[src/rtl/alu_sequencer.sv]
// alu_sequencer: IDLE/EXEC/WB controller for the accumulator/carry registers and the 4-bit ALU.
// Defining ALU_SEQ_OPCOUNT_EN adds a saturating op_count output.
module alu_sequencer #(
    parameter logic [3:0] ACC_RESET = 4'h0
) (
    input  logic       clock,
    input  logic       reset_n,
    input  logic       op_valid,
    output logic       op_ready,
    input  logic [3:0] op_code,
    input  logic [3:0] op_data,
    input  logic [3:0] reg_in,
    output logic [2:0] alu_op,
    output logic [2:0] alu_in0_sel,
    output logic [1:0] alu_in1_sel,
    output logic [1:0] alu_cin_sel,
    output logic [3:0] alu_regval,
    output logic [3:0] alu_acc,
    output logic [3:0] alu_data,
    output logic       alu_carry,
    input  logic [4:0] alu_result,
    output logic       reg_we,
    output logic [3:0] reg_wdata,
    output logic [3:0] acc,
    output logic       carry,
`ifdef ALU_SEQ_OPCOUNT_EN
    output logic       done,
    output logic [7:0] op_count
`else
    output logic       done
`endif
);
    localparam logic [2:0] OP_PASS = 3'd0, OP_ADD = 3'd1, OP_ROL = 3'd2, OP_ROR = 3'd3, OP_DEC_A = 3'd4;
    localparam logic [2:0] IN0_ACC = 3'd0, IN0_REG = 3'd1, IN0_REG_INV = 3'd2, IN0_ACC_INV = 3'd3, IN0_DATA = 3'd4;
    localparam logic [1:0] IN1_ACC = 2'd0, IN1_REG = 2'd1, IN1_ONE = 2'd2;
    localparam logic [1:0] CIN_CARRY = 2'd0, CIN_ZERO = 2'd1, CIN_ONE = 2'd2, CIN_CARRY_INV = 2'd3;
    localparam logic [3:0] C_XCH = 4'd4, C_LDM = 4'd6;

    typedef enum logic [1:0] {IDLE, EXEC, WB} state_t;

    state_t     state;
    logic [3:0] op_q, data_q, reg_q;
    logic [4:0] result_q;
    logic       acc_we_q, carry_we_q, reg_wr_q;
    logic [2:0] d_op, d_in0;
    logic [1:0] d_in1, d_cin;
    logic       d_acc_we, d_carry_we, d_reg_we;

    assign alu_regval = reg_q;
    assign alu_acc    = acc;
    assign alu_carry  = carry;
    assign alu_data   = (op_q == C_LDM) ? data_q : 4'h0;

    always_comb begin
        d_op       = OP_PASS;
        d_in0      = IN0_ACC;
        d_in1      = IN1_ACC;
        d_cin      = CIN_CARRY;
        d_acc_we   = 1'b0;
        d_carry_we = 1'b0;
        d_reg_we   = 1'b0;
        case (op_code)
            4'd1:  begin d_op = OP_ADD; d_in1 = IN1_REG; d_acc_we = 1'b1; d_carry_we = 1'b1; end
            4'd2:  begin d_op = OP_ADD; d_in0 = IN0_REG_INV; d_cin = CIN_CARRY_INV; d_acc_we = 1'b1; d_carry_we = 1'b1; end
            4'd3:  begin d_in0 = IN0_REG; d_acc_we = 1'b1; end
            4'd4:  begin d_in0 = IN0_REG; d_acc_we = 1'b1; d_reg_we = 1'b1; end
            4'd5:  begin d_op = OP_ADD; d_in0 = IN0_REG; d_in1 = IN1_ONE; d_cin = CIN_ZERO; d_reg_we = 1'b1; end
            4'd6:  begin d_in0 = IN0_DATA; d_acc_we = 1'b1; end
            4'd7:  begin d_in0 = IN0_DATA; d_cin = CIN_ZERO; d_acc_we = 1'b1; d_carry_we = 1'b1; end
            4'd8:  begin d_cin = CIN_ZERO; d_carry_we = 1'b1; end
            4'd9:  begin d_cin = CIN_CARRY_INV; d_carry_we = 1'b1; end
            4'd10: begin d_cin = CIN_ONE; d_carry_we = 1'b1; end
            4'd11: begin d_in0 = IN0_ACC_INV; d_acc_we = 1'b1; end
            4'd12: begin d_op = OP_ROL; d_acc_we = 1'b1; d_carry_we = 1'b1; end
            4'd13: begin d_op = OP_ROR; d_acc_we = 1'b1; d_carry_we = 1'b1; end
            4'd14: begin d_op = OP_DEC_A; d_acc_we = 1'b1; d_carry_we = 1'b1; end
            4'd15: begin d_op = OP_ADD; d_in1 = IN1_ONE; d_cin = CIN_ZERO; d_acc_we = 1'b1; d_carry_we = 1'b1; end
            default: ;
        endcase
    end

    // ALU controls are registered at accept so EXEC sees a stable decode, independent of op_code.
    always_ff @(posedge clock or negedge reset_n) begin
        if (!reset_n) begin
            state       <= IDLE;
            op_ready    <= 1'b1;
            op_q        <= 4'h0;
            data_q      <= 4'h0;
            reg_q       <= 4'h0;
            result_q    <= 5'h0;
            acc_we_q    <= 1'b0;
            carry_we_q  <= 1'b0;
            reg_wr_q    <= 1'b0;
            alu_op      <= OP_PASS;
            alu_in0_sel <= IN0_ACC;
            alu_in1_sel <= IN1_ACC;
            alu_cin_sel <= CIN_CARRY;
            acc         <= ACC_RESET;
            carry       <= 1'b0;
            done        <= 1'b0;
            reg_we      <= 1'b0;
            reg_wdata   <= 4'h0;
        end else begin
            done   <= 1'b0;
            reg_we <= 1'b0;
            case (state)
                IDLE: if (op_valid) begin
                    op_q        <= op_code;
                    data_q      <= op_data;
                    reg_q       <= reg_in;
                    acc_we_q    <= d_acc_we;
                    carry_we_q  <= d_carry_we;
                    reg_wr_q    <= d_reg_we;
                    alu_op      <= d_op;
                    alu_in0_sel <= d_in0;
                    alu_in1_sel <= d_in1;
                    alu_cin_sel <= d_cin;
                    op_ready    <= 1'b0;
                    state       <= EXEC;
                end
                EXEC: begin
                    result_q <= alu_result;
                    state    <= WB;
                end
                WB: begin
                    if (acc_we_q) acc <= result_q[3:0];
                    if (carry_we_q) carry <= result_q[4];
                    reg_we      <= reg_wr_q;
                    reg_wdata   <= (op_q == C_XCH) ? acc : result_q[3:0];
                    done        <= 1'b1;
                    alu_op      <= OP_PASS;
                    alu_in0_sel <= IN0_ACC;
                    alu_in1_sel <= IN1_ACC;
                    alu_cin_sel <= CIN_CARRY;
                    op_ready    <= 1'b1;
                    state       <= IDLE;
                end
                default: begin
                    op_ready <= 1'b1;
                    state    <= IDLE;
                end
            endcase
        end
    end

`ifdef ALU_SEQ_OPCOUNT_EN
    always_ff @(posedge clock or negedge reset_n) begin
        if (!reset_n) op_count <= 8'h00;
        else if (state == WB && op_count != 8'hFF) op_count <= op_count + 8'h01;
    end
`endif
endmodule

[config.mk]
export PLATFORM = sky130hd
export DESIGN_NAME = alu_sequencer
export DESIGN_NICKNAME = d
export VERILOG_FILES = /design/src/rtl/alu_sequencer.sv
export SDC_FILE = /design/constraint.sdc
export NUM_CORES = 1
export LEC_CHECK = 0
export ABC_AREA = 1
export CORE_ASPECT_RATIO = 2
export CORE_MARGIN = 10
export CORE_UTILIZATION = 51
export DETAILED_ROUTE_END_ITERATION = 12
export PLACE_DENSITY = 0.85
export SLEW_MARGIN = 20
export SYNTH_ARGS = -nofsm -noshare
export SYNTH_HDL_FRONTEND = slang
export SYNTH_SLANG_ARGS = --single-unit
[constraint.sdc]
create_clock -name clock -period 1.8 [get_ports clock]
set_clock_uncertainty 0.15 [all_clocks]
set_input_delay 0.36 -clock clock [delete_from_list [all_inputs] [get_ports clock]]
set_output_delay 0.36 -clock clock [all_outputs]
set_load 0.01 [all_outputs]
# Word-level counts from Yosys, hierarchy flattened
# Index checks and enable logic that the tools add are counted.
# totals
out_inout_bits,35
ff_bits,44
# classes
eq_ne,20
bitwise_logic,1
reduce_logical,16
mux,23
# op_table
operator,count
$eq 4x4->1 const B,8
$eq 4x3->1 const B,6
$pmux 3 s4,2
$pmux 2 s2,4
$pmux 3 s2,2
$reduce_or 11->1,1
$reduce_and 2->1,5
$reduce_or 10->1,1
$eq 4x2->1 const B,2
$mux 4,2
$reduce_or 2->1,4
$reduce_or 4->1,2
$mux 1,6
$mux 2,3
$mux 3,2
$pmux 2 s3,1
$eq 4x1->1 const B,1
$reduce_or 3->1,1
$eq 2x1->1 const B,1
$eq 2x2->1 const B,1
$logic_not 2->1,1
$ne 2x2->1 const B,1
$pmux 1 s2,1
$reduce_bool 2->1,1
$not 1->1,1

# Logic depth before layout (Yosys ltp)
# Gate-level depths: netlist of the first run.
# depth
depth_word,5
mapped_depth,7
mapped_depth_nobuf,6

# Worst setup path before layout of the first run
# No wires, ideal clock.
# synth_timing
path_type,flip-flop to output port
start,register op_q[3]
end,output port alu_data[0]
required_ps,1290
path_buffers,0
path_stages_with_launch,4
slack_ps,332
arrival_time_ps,958
cell_sequence,dfrtp_1 > nor2_1 > nand3_1 > nor2_1
# synth_between
elab_chain_len,2
# synth_lines
item,line,source
"start, declared",42,"logic [3:0] op_q, data_q, reg_q;"
"start signal, assigned",108,op_q <= op_code;
$eq 4x3->1,52,assign alu_data = (op_q == C_LDM) ? data_q : 4'h0;
$mux 4,52,
"end, declared",19,"output logic [3:0] alu_data,"
# No other way between the ends.

# Worst setup path in the final report of the first run
# layout_timing
start,register acc[3]
end,output port alu_acc[3]
# layout_rtl
item,line,source
"start, declared",24,"output logic [3:0] acc,"
"start signal, assigned",126,if (acc_we_q) acc <= result_q[3:0];
"end, declared",18,"output logic [3:0] alu_acc,"
# No word-level cell between the ends.

==> results.md, run 1 <==
* Clock Latency Late Sink at between 200 and 300 ps
* Int Power at 2.14 mW
* Vias at around 1700
* FFs w/ async S/R, synth at between 90% and 100%
* Yosys cell types at 20
* Worst slack at placement at -46.7 ps
* Part of the power in registers at 44.0%
* CP Class: flop to primary output
* Slew headroom at 80.6%
* CTS buffer count at 5
* Yosys top cell by area: dfrtp_1
* Count of flip-flops with a built-in enable after synthesis at 0
* DRC Markers at 0
* Setup TNS at 0 ps
* Area of the multi-input gates at around 660 um^2
* VDD IR max at between 0.0008 and 0.0009 V
* Final-layout fill cell count at roughly 290
* Die Ht at 107 um
* Uppermost layer routed: met4
* Gate power share at between 30% and 40%
* RSZ-0062 raised after global routing: false
* Leakage at approximately 1.4 nW
* Clk root buf: clkbuf_8
* Share of the synthesized area in the top cell type at between 50% and 60%
* Routed vias/inst at 4.89
* Gr ovfl total at 0
* Largest delay share family, worst path: buffers and inverters
* CTS tree: yes
* Starting Density at between 50% and 60%
* Port-buffer cells at 54
* Final Hold Fails at 0
* H-tree Lvls at 2
* Syn Area/Cell at ~8.4 um^2
* Primary FF master, synth: dfrtp_1
* Clk pwr share at just under 20%
* Sw frac at between 30% and 40%
* Mapped cell area at about 1900 um^2
* WL met2 at between 2000 and 3000 um
* Largest net degree at the start of global routing at 21
* Initial DRT Pass Iterations at 4
* Required time of the critical path at about 1300 ps
* Setup crit start kind: flop
* Total die area at roughly 6800 um^2
* Min Tclk post-route at ~1700 ps
* Register area share after synthesis at a little under three fifths
* Crit-path cells: clkdlybuf4s50_1
* Largest cells by area after synthesis: dfrtp_1, nand2_1, o21ai_0
* # Max-Cap Violations at 0
* R2R depth at 6
* Longest Clk Path Bufs at 2
* Post-CTS Setup Bufs at 0
* Slew Viols, Final at 0
* Antenna Cells at 0
* Status: complete, no violations
* I/O pin total at 55
* Initial antenna violation count at 0
* NetSw at a little over 1 mW
* Met3 wire len at 222 um
* Top-count cell post-synth: nand2_1
* Setup violators final at 0
* M1 WL at ~1700 um
* Top cells by count, synth: nand2_1, dfrtp_1, inv_1, o21ai_0, nor2_1
* Maximum fanout along the worst path at 4
* Area growth from synthesis to layout at 38.7%
* Yosys Warn Count at 0
* # rows at 31
* Syn Nets at 249
* PD cells at 1180 nW/um^2
* Buf/Inv on CP at 1
* Clock sinks at 44
* Final period utilization at between 90 and 100%
* Hold WC Path Type: input pin to asynchronous set/reset pin
* Worst setup EP type: primary output
* Final ANT Viol Nets at 0
* CTS clk-pin slew, worst paths at 80 ps
* Layout cells sized above 1 at 12.8%
* Routed wire length at ~4600 um
* First-iteration detailed-routing DRC count at between 40 and 50
* Gpl congestion at between 0.8 and 0.9
* Max stage delay on crit path at 550 ps
* Die Width at 63.5 um
* Crit. path cell count at 1
* Crit path arrival time at about 1200 ps
* Seq cells post-synth at 44
* GRT Resource Usage Total at between 10% and 20%
* Layout Nets at 316
* Detail Placement HPWL at 3710 um
* Post-Syn Instances at 229
* WL per Instance at around 13 um
* Vias in the first global route at 1695
* Slowest cell on crit path: clkdlybuf4s50_1
* Final worst slack at around 56 ps
* Worst slew pin tran at between 200 and 300 ps
* Area occupied by registers at around 1100 um^2
* First-pass GRT wire length at around 7600 um
* Core area at roughly 3600 um^2
* Fmax at around 0.57 GHz
-- through the flow --
stage	std cells	cell area [um^2]	total power [mW]	hold slack, ps	util [%]
after detailed placement	337	2570	2.57	114	70.5
after CTS	346	2680	3.20	335	73.5
after global routing	346	2670	3.37	351	73.3
after global placement	337	2570	2.53	109	70.5
final	346	2670	3.16	325	73.3
after floorplan	229	1930	1.96	-85.6	-
-- area by class of cell --
type | count | share of cell area [%]
Clock buffer | 8 | 3.37
Inverter | 30 | 4.21
Multi-Input combinational cell | 145 | 24.7
Sequential cell | 44 | 41.2
Tap cell | 49 | 2.29
Timing Repair Buffer | 70 | 24.2
-- worst register-to-register path, cell delays in order (launching register included) --
cell and delay [ps]:
dfrtp_1 430, inv_2 120, nand3_4 110, inv_2 160
buf_4 190, nand2_1 50, o21ai_1 70
-- registers in the layout (all words and copies together), names as in the netlist, 3 cells and up --
| signal | flops |
|---|---|
| alu_in0_sel | 3 |
| data_q | 4 |
| reg_wdata | 4 |
| alu_op | 3 |
| alu_regval | 4 |
| result_q | 5 |
| op_q | 4 |
| acc | 4 |
-- power groups by stage --
stage	Combinational (mW)	Clock (mW)	Sequential (mW)
finish	1.14	0.625	1.39
global route	1.25	0.681	1.43
CTS	1.17	0.634	1.39
detailed placement	1.16	0	1.41
global placement	1.13	0	1.40
floorplan	0.492	0	1.47
-- timing repair --
| item | in CTS | in global routing |
|---|---|---|
| endpoints found under the setup margin | 5 | 8 |
| cloned | 0 | 0 |
| resized for setup | 15 | 11 |
| pin swaps | 0 | 5 |
| endpoints found under the hold margin | 12 | 0 |
| hold buffers | 1 | 0 |
-- worst paths after layout --
path,from,end,slack [ps]
worst min-delay path,reset_n,alu_in0_sel[2],330
worst min register to register,alu_regval[3],alu_regval[3],330
max in group asynchronous,reset_n,state[1],630
min in group clock,alu_regval[3],alu_regval[3],330
worst max register to register,state[1],data_q[0],440
worst max-delay path,acc[3],alu_acc[3],60
-- routing by layer --
layer	vias up	GRT usage, %
met4	0	6.92
met2	37	25.6
met1	799	13.1
met5	-	0
met3	8	4.28
li1	848	-
-- cell usage in the layout (no fill, tap or decap), types with 2 or more instances in the layout --
cell type / n
a21oi_1: 5
buf_2: 5
buf_4: 15
clkbuf_1: 2
clkbuf_8: 6
clkdlybuf4s50_1: 44
dfrtp_1: 43
dlymetal6s2s_1: 4
inv_1: 26
inv_2: 4
nand2_1: 74
nand3_1: 12
nand4_1: 4
nor2_1: 14
nor2_4: 2
o21ai_0: 21
o21ai_1: 5
-- kinds of logic (layout without fill, tap and decap cells) --
group                  count (synthesis)  count (layout)  share of synthesized area (%)
buffers and inverters                 40             108                           9.34
AND/OR/NAND/NOR                      111             111                           24.3
flip-flops                            44              44                           57.2
AO/OA/AOI/OAI                         34              34                           9.21
(Power assumes the default switching activity.)
==> inputs of run 2 (changes only) <==
PLACE_DENSITY = 0.81   (was 0.85)
==> run 2 against run 1 <==
  * Setup slack lost 1.1 ps
  * Critical path depth is the same
  * Count of clock-buffer cells in the layout shrank 2
  * Combinational power grew 6%
  * Cell area grew 2.3%
  * Critical path type unchanged
  * Largest power group unchanged
==> results.md, run 2 (synthesis gave the netlist of run 1 again) <==
* Maximum fanout along the worst path at 3
* Status: complete, no violations
* Antenna Cells at 0
* Slew Viols, Final at 0
* Clk pwr share at between 20% and 30%
* # Max-Cap Violations at 0
* Routed vias/inst at just over 5
* Setup TNS at 0 ps
* WL per Instance at approximately 14 um
* Detail Placement HPWL at roughly 3700 um
* # rows at 31
* First-iteration detailed-routing DRC count at 53
* GRT Resource Usage Total at ~14%
* Min Tclk post-route at about 1700 ps
* Starting Density at ~53%
* Initial DRT Pass Iterations at 6
* Vias in the first global route at roughly 1800
* Clock Latency Late Sink at ~290 ps
* Longest Clk Path Bufs at 2
* Buf/Inv on CP at 1
* Most frequent cells in the layout: nand2_1, dfrtp_1, clkdlybuf4s50_1
* Hold Slack at between 300 and 400 ps
* Fmax at between 0.5 and 0.6 GHz
* Int Power at ~2.3 mW
* Routed wire length at 4930 um
* PD cells at 1220 nW/um^2
* Initial antenna violation count at 0
* CP Class: flop to primary output
* Die Ht at 107 um
* First-pass GRT wire length at 7990 um
* CTS tree: yes
* Largest delay share family, worst path: buffers and inverters
* Gpl congestion at around 0.81
* Required time of the critical path at 1290 ps
* DRC Markers at 0
* Clk root buf: clkbuf_8
* R2R setup slack at approximately 320 ps
* Layout cells sized above 1 at about 14%
* Sw frac at 32.1%
* Tot Pwr at 3.35 mW
* Final period utilization at 97.0%
* H-tree Lvls at 2
* Commonest non-fill, non-tap cell in the layout: nand2_1
* VDD IR max at between 0.0009 and 0.001 V
* Port-buffer cells at 54
* Core area at 3650 um^2
* I/O pin total at 55
* CTS buffer count at 5
* Setup violators final at 0
* Clock sinks at 44
* Slew headroom at 57.8%
* Hold WC Path Type: flop to flop
* Crit path arrival time at approximately 1200 ps
* Final worst slack at ~55 ps
* Vias at ~1800
* Top reg by flops: result_q
* Worst slew pin tran at roughly 630 ps
* Total die area at between 6000 and 7000 um^2
* Area growth from synthesis to layout at 41.9%
* Final ANT Viol Nets at 0
* Final Hold Fails at 0
* Part of the power in registers at a little over two fifths
* Layout Nets at 318
* Gr ovfl total at 0
* NetSw at 1.07 mW
* Setup crit start kind: flop
* Area occupied by registers at approximately 1100 um^2
* Gate power share at 36.0%
* Final-layout fill cell count at a little under 300
* Worst setup EP type: primary output
* Leakage at between 1 and 1.5 nW
* Crit-path cells: clkdlybuf4s50_1
* Largest net degree at the start of global routing at 19
* Max stage delay on crit path at ~560 ps
* Die Width at approximately 63 um
* Max reg flops at 5
* Slowest cell on crit path: clkdlybuf4s50_1
* Worst slack at placement at -63.9 ps
* CTS clk-pin slew, worst paths at around 80 ps
* Area of the multi-input gates at about 670 um^2
-- run 2: changes by cell type in the layout (fill, tap and decap cells not counted), sizes merged --
| cell | before | now |
|---|---|---|
| clkbuf | 8 | 6 |
| clkinv | 0 | 1 |
| clkdlybuf4s50 | 44 | 41 |
| buf | 20 | 22 |
| dlymetal6s2s | 4 | 7 |
| bufinv | 0 | 1 |
-- run 2: repair_timing --
action | 4_1_cts | 5_1_grt
endpoints found under the setup margin | 5 | 12
hold endpoints to repair | 15 | 0
pin swaps | 0 | 6
hold buffers | 1 | 0
gates resized for setup | 15 | 16
setup buffers | 0 | 4
-- run 2: routing by layer --
metal,vias up,routed length (um),GRT usage [%]
li1,850,-,-
met1,864,1710,13.6
met2,54,2890,27.0
met3,11,230,3.86
met4,0,99,7.39
met5,-,0,0
-- run 2: worst reg2reg max path: stages (launching register included) --
cell and delay [ps]:
dfrtp_1 420, inv_2 90, nor2_1 490, nand2_1 130
o21ai_0 120
-- run 2: final timing paths --
check                        startpoint      endpoint  cells after the start
hold / removal             reg_wdata[1]  reg_wdata[1]                      2
hold reg to reg            reg_wdata[1]  reg_wdata[1]                      2
min in group asynchronous       reset_n     alu_op[2]                      2
setup / recovery              alu_carry         carry                      1
max in group asynchronous       reset_n      op_ready                      3
setup reg to reg               state[0]   result_q[2]                      4
-- run 2: cell type report --
| class | count | area share, % |
|---|---|---|
| Clock inverter | 2 | 1.28 |
| Sequential cell | 44 | 40.3 |
| Inverter | 30 | 4.12 |
| Timing Repair Buffer | 72 | 24.9 |
| Clock buffer | 6 | 2.65 |
| Tap cell | 49 | 2.24 |
| Multi-Input combinational cell | 145 | 24.5 |
-- run 2: metrics by stage --
stage,cells,cell area (um^2),util [%]
3_3_place_gp,335,2570,70.4
2_1_floorplan,229,1930,-
3_5_place_dp,335,2570,70.4
5_1_grt,348,2740,75.1
4_1_cts,344,2700,74.0
6_report,348,2740,75.1
-- run 2: power by group through the flow --
| stage | sequential [mW] | clock [mW] | combinational (mW) |
|---|---|---|---|
| after floorplan | 1.47 | 0 | 0.492 |
| after global placement | 1.40 | 0 | 1.13 |
| after detailed placement | 1.42 | 0 | 1.16 |
| after CTS | 1.41 | 0.743 | 1.17 |
| after global routing | 1.44 | 0.791 | 1.33 |
| final | 1.40 | 0.736 | 1.21 |
==> inputs of run 3 (changes only) <==
ABC_AREA = not set   (was 1)
==> run 3 against run 2 <==
  * The flow now finishes with violations (negative setup slack)
  * Total power shrank 4.4%
  * Count of clock-buffer cells in the layout unchanged
  * Synthesized cell count fell by 21%
  * Largest cell class unchanged
==> results.md, run 3 <==
* Status: complete, but fails checks
* Failing checks: negative setup slack
* Leakage at ~1.3 nW
* Worst setup EP type: primary output
* Gr ovfl total at 0
* Die Ht at around 110 um
* PD cells at approximately 1200 nW/um^2
* Clock sinks at 44
* Max reg flops at 5
* Vias in the first global route at roughly 1700
* Core area at 3650 um^2
* Post-Syn Instances at approximately 180
* Largest net degree at the start of global routing at 45
* Most frequent cells in the layout: nand2_1, clkdlybuf4s50_1, dfrtp_1
* Total die area at approximately 7000 um^2
* CTS tree: yes
* Final Hold Fails at 0
* I/O pin total at between 50 and 60
* Largest cells by area after synthesis: dfrtp_1, nand2_1, mux2_2
* Clock Latency Late Sink at a little under 300 ps
* Part of the power in registers at between 40% and 50%
* Vias at ~1600
* Clk root buf: clkbuf_8
* Final worst slack at -220 ps
* Antenna Cells at 0
* Commonest non-fill, non-tap cell in the layout: nand2_1
* RSZ-0062 raised after global routing: true
* Port-buffer cells at 54
* Layout Nets at 280
* Layout cells sized above 1 at 23.5%
* Min Tclk post-route at between 2000 and 2500 ps
* Crit path top cell by count: buf_6
* Detail Placement HPWL at around 3700 um
* CTS clk-pin slew, worst paths at about 70 ps
* First-pass GRT wire length at approximately 8000 um
* Max stage delay on crit path at about 380 ps
* Count of flip-flops with a built-in enable after synthesis at 0
* Initial DRT Pass Iterations at 4
* Initial antenna violation count at 0
* Top cells by count, synth: nand2_1, dfrtp_1, mux2_2, nand3_1, o21ai_0
* Die Width at about 64 um
* NetSw at roughly 0.96 mW
* Routed vias/inst at ~5.2
* Primary FF master, synth: dfrtp_1
* VDD IR max at between 0.0007 and 0.0008 V
* Top reg by flops: result_q
* Setup crit start kind: flop
* Slowest cell on crit path: dfrtp_1
* Register area share after synthesis at 57.1%
* Inst Count DP at 296
* Final ANT Viol Nets at 0
* Gpl congestion at approximately 0.84
* Area of the multi-input gates at between 700 and 800 um^2
* WL per Instance at about 15 um
* H-tree Lvls at 2
* Gate power share at 38.0%
* Slew Viols, Final at 0
* Core Util, Final at around three quarters
* Crit path arrival time at between 1500 and 2000 ps
* Share of the synthesized area in the top cell type at between 50% and 60%
* Syn Area/Cell at 10.7 um^2
* GRT Resource Usage Total at around 15%
* Setup violators final at 4
* Buf/Inv on CP at 4
* Setup TNS at -718 ps
* Crit-path cells: nor4bb_1 > buf_4 > buf_6 > buf_6 > and2_4 > buf_6
* Final-layout fill cell count at about 280
* Worst slew pin tran at roughly 460 ps
* Hold WC Path Type: flop to flop
* Seq cells post-synth at 44
* DRC Markers at 0
* Area growth from synthesis to layout at 43.9%
* Int Power at between 2 and 2.5 mW
* Fmax at approximately 0.49 GHz
* Mapped cell area at between 1500 and 2000 um^2
* Clk pwr share at 17.7%
* Yosys top cell by area: dfrtp_1
* Largest delay share family, worst path: buffers and inverters
* CP Class: flop to primary output
* Final period utilization at 112%
* Area occupied by registers at ~1100 um^2
* Required time of the critical path at ~1300 ps
* Routed wire length at 4780 um
* CTS buffer count at 5
* Yosys cell types at 31
* Longest Clk Path Bufs at 2
* Top-count cell post-synth: nand2_1
* Syn Nets at around 200
* Final Non-Filler Cells at 309
* Sw frac at a little under a third
* First-iteration detailed-routing DRC count at 35
* Starting Density at about 53%
* Yosys Warn Count at 0
* # rows at 31
* Maximum fanout along the worst path at 2
* Slew headroom at 69.5%
* FFs w/ async S/R, synth at between 90% and 100%
* # Max-Cap Violations at 0
==> run 3: routing by layer <==
layer,vias to the layer above,track usage (%),part of all wire [%]
met5,-,0,0
met4,0,6.60,2.7
met1,792,13.5,34
li1,759,-,-
met3,10,4.17,4.8
met2,46,27.8,58
==> run 3: cell type report <==
| cell class | count | share of cell area, % |
|---|---|---|
| tap | 49 | 2.21 |
| sequential | 44 | 39.6 |
| clock inverter | 1 | 0.180 |
| clock buffer | 6 | 2.61 |
| timing repair buffer | 88 | 28.9 |
| inverter | 3 | 0.405 |
| multi-input combinational | 118 | 26.1 |
==> run 3: repair_timing <==
item	4_1_cts	5_1_grt
hold buffers	1	0
buffers inserted	4	1
pin swaps	2	1
hold endpoints to repair	43	0
setup endpoints to repair	5	8
gates resized for setup	21	2
==> run 3: worst paths after layout <==
check | from | end | slack (ps) | cells past startpoint
worst max register to register | op_q[3] | reg_wdata[1] | 120 | 5
max in group asynchronous | reset_n | op_ready | 820 | 3
worst min-delay path | data_q[0] | data_q[0] | 320 | 2
worst min register to register | data_q[0] | data_q[0] | 320 | 2
worst max-delay path | op_q[0] | alu_data[3] | -220 | 6
min in group asynchronous | reset_n | alu_regval[3] | 400 | 3
==> run 3: worst reg2reg max path, stage by stage, from the launching register on <==
cell	delay (ps)
dfrtp_1	390
buf_4	140
buf_4	130
nor4b_4	420
mux2i_1	250
o21ai_0	90
==> run 3: kinds of logic (layout without fill, tap and decap cells) <==
family	after synthesis	count (layout)	synth area share [%]
AND/OR/NAND/NOR	79	79	20.0
flip-flops	44	44	57.1
AO/OA/AOI/OAI	23	23	8.48
buffers and inverters	19	98	5.57
multiplexers	15	15	8.42
XOR/XNOR	1	1	0.453
==> run 3: power by group through the flow <==
| stage | registers [mW] | clock network, mW | logic [mW] |
|---|---|---|---|
| after detailed placement | 1.45 | 0 | 1.20 |
| after CTS | 1.43 | 0.577 | 1.22 |
| after floorplan | 1.51 | 0 | 0.491 |
| after global placement | 1.43 | 0 | 1.17 |
| final | 1.42 | 0.565 | 1.22 |
| after global routing | 1.46 | 0.623 | 1.32 |
==> run 3: metrics by stage <==
stage / hold WS [ps] / setup slack (ps) / instance area (um^2) / total power, mW
floorplan: -85.6 / 307 / 1930 / 2.00
global placement: 201 / -143 / 2660 / 2.60
detailed placement: 200 / -205 / 2660 / 2.65
CTS: 323 / -232 / 2770 / 3.22
global route: 365 / -292 / 2780 / 3.40
finish: 322 / -220 / 2780 / 3.20
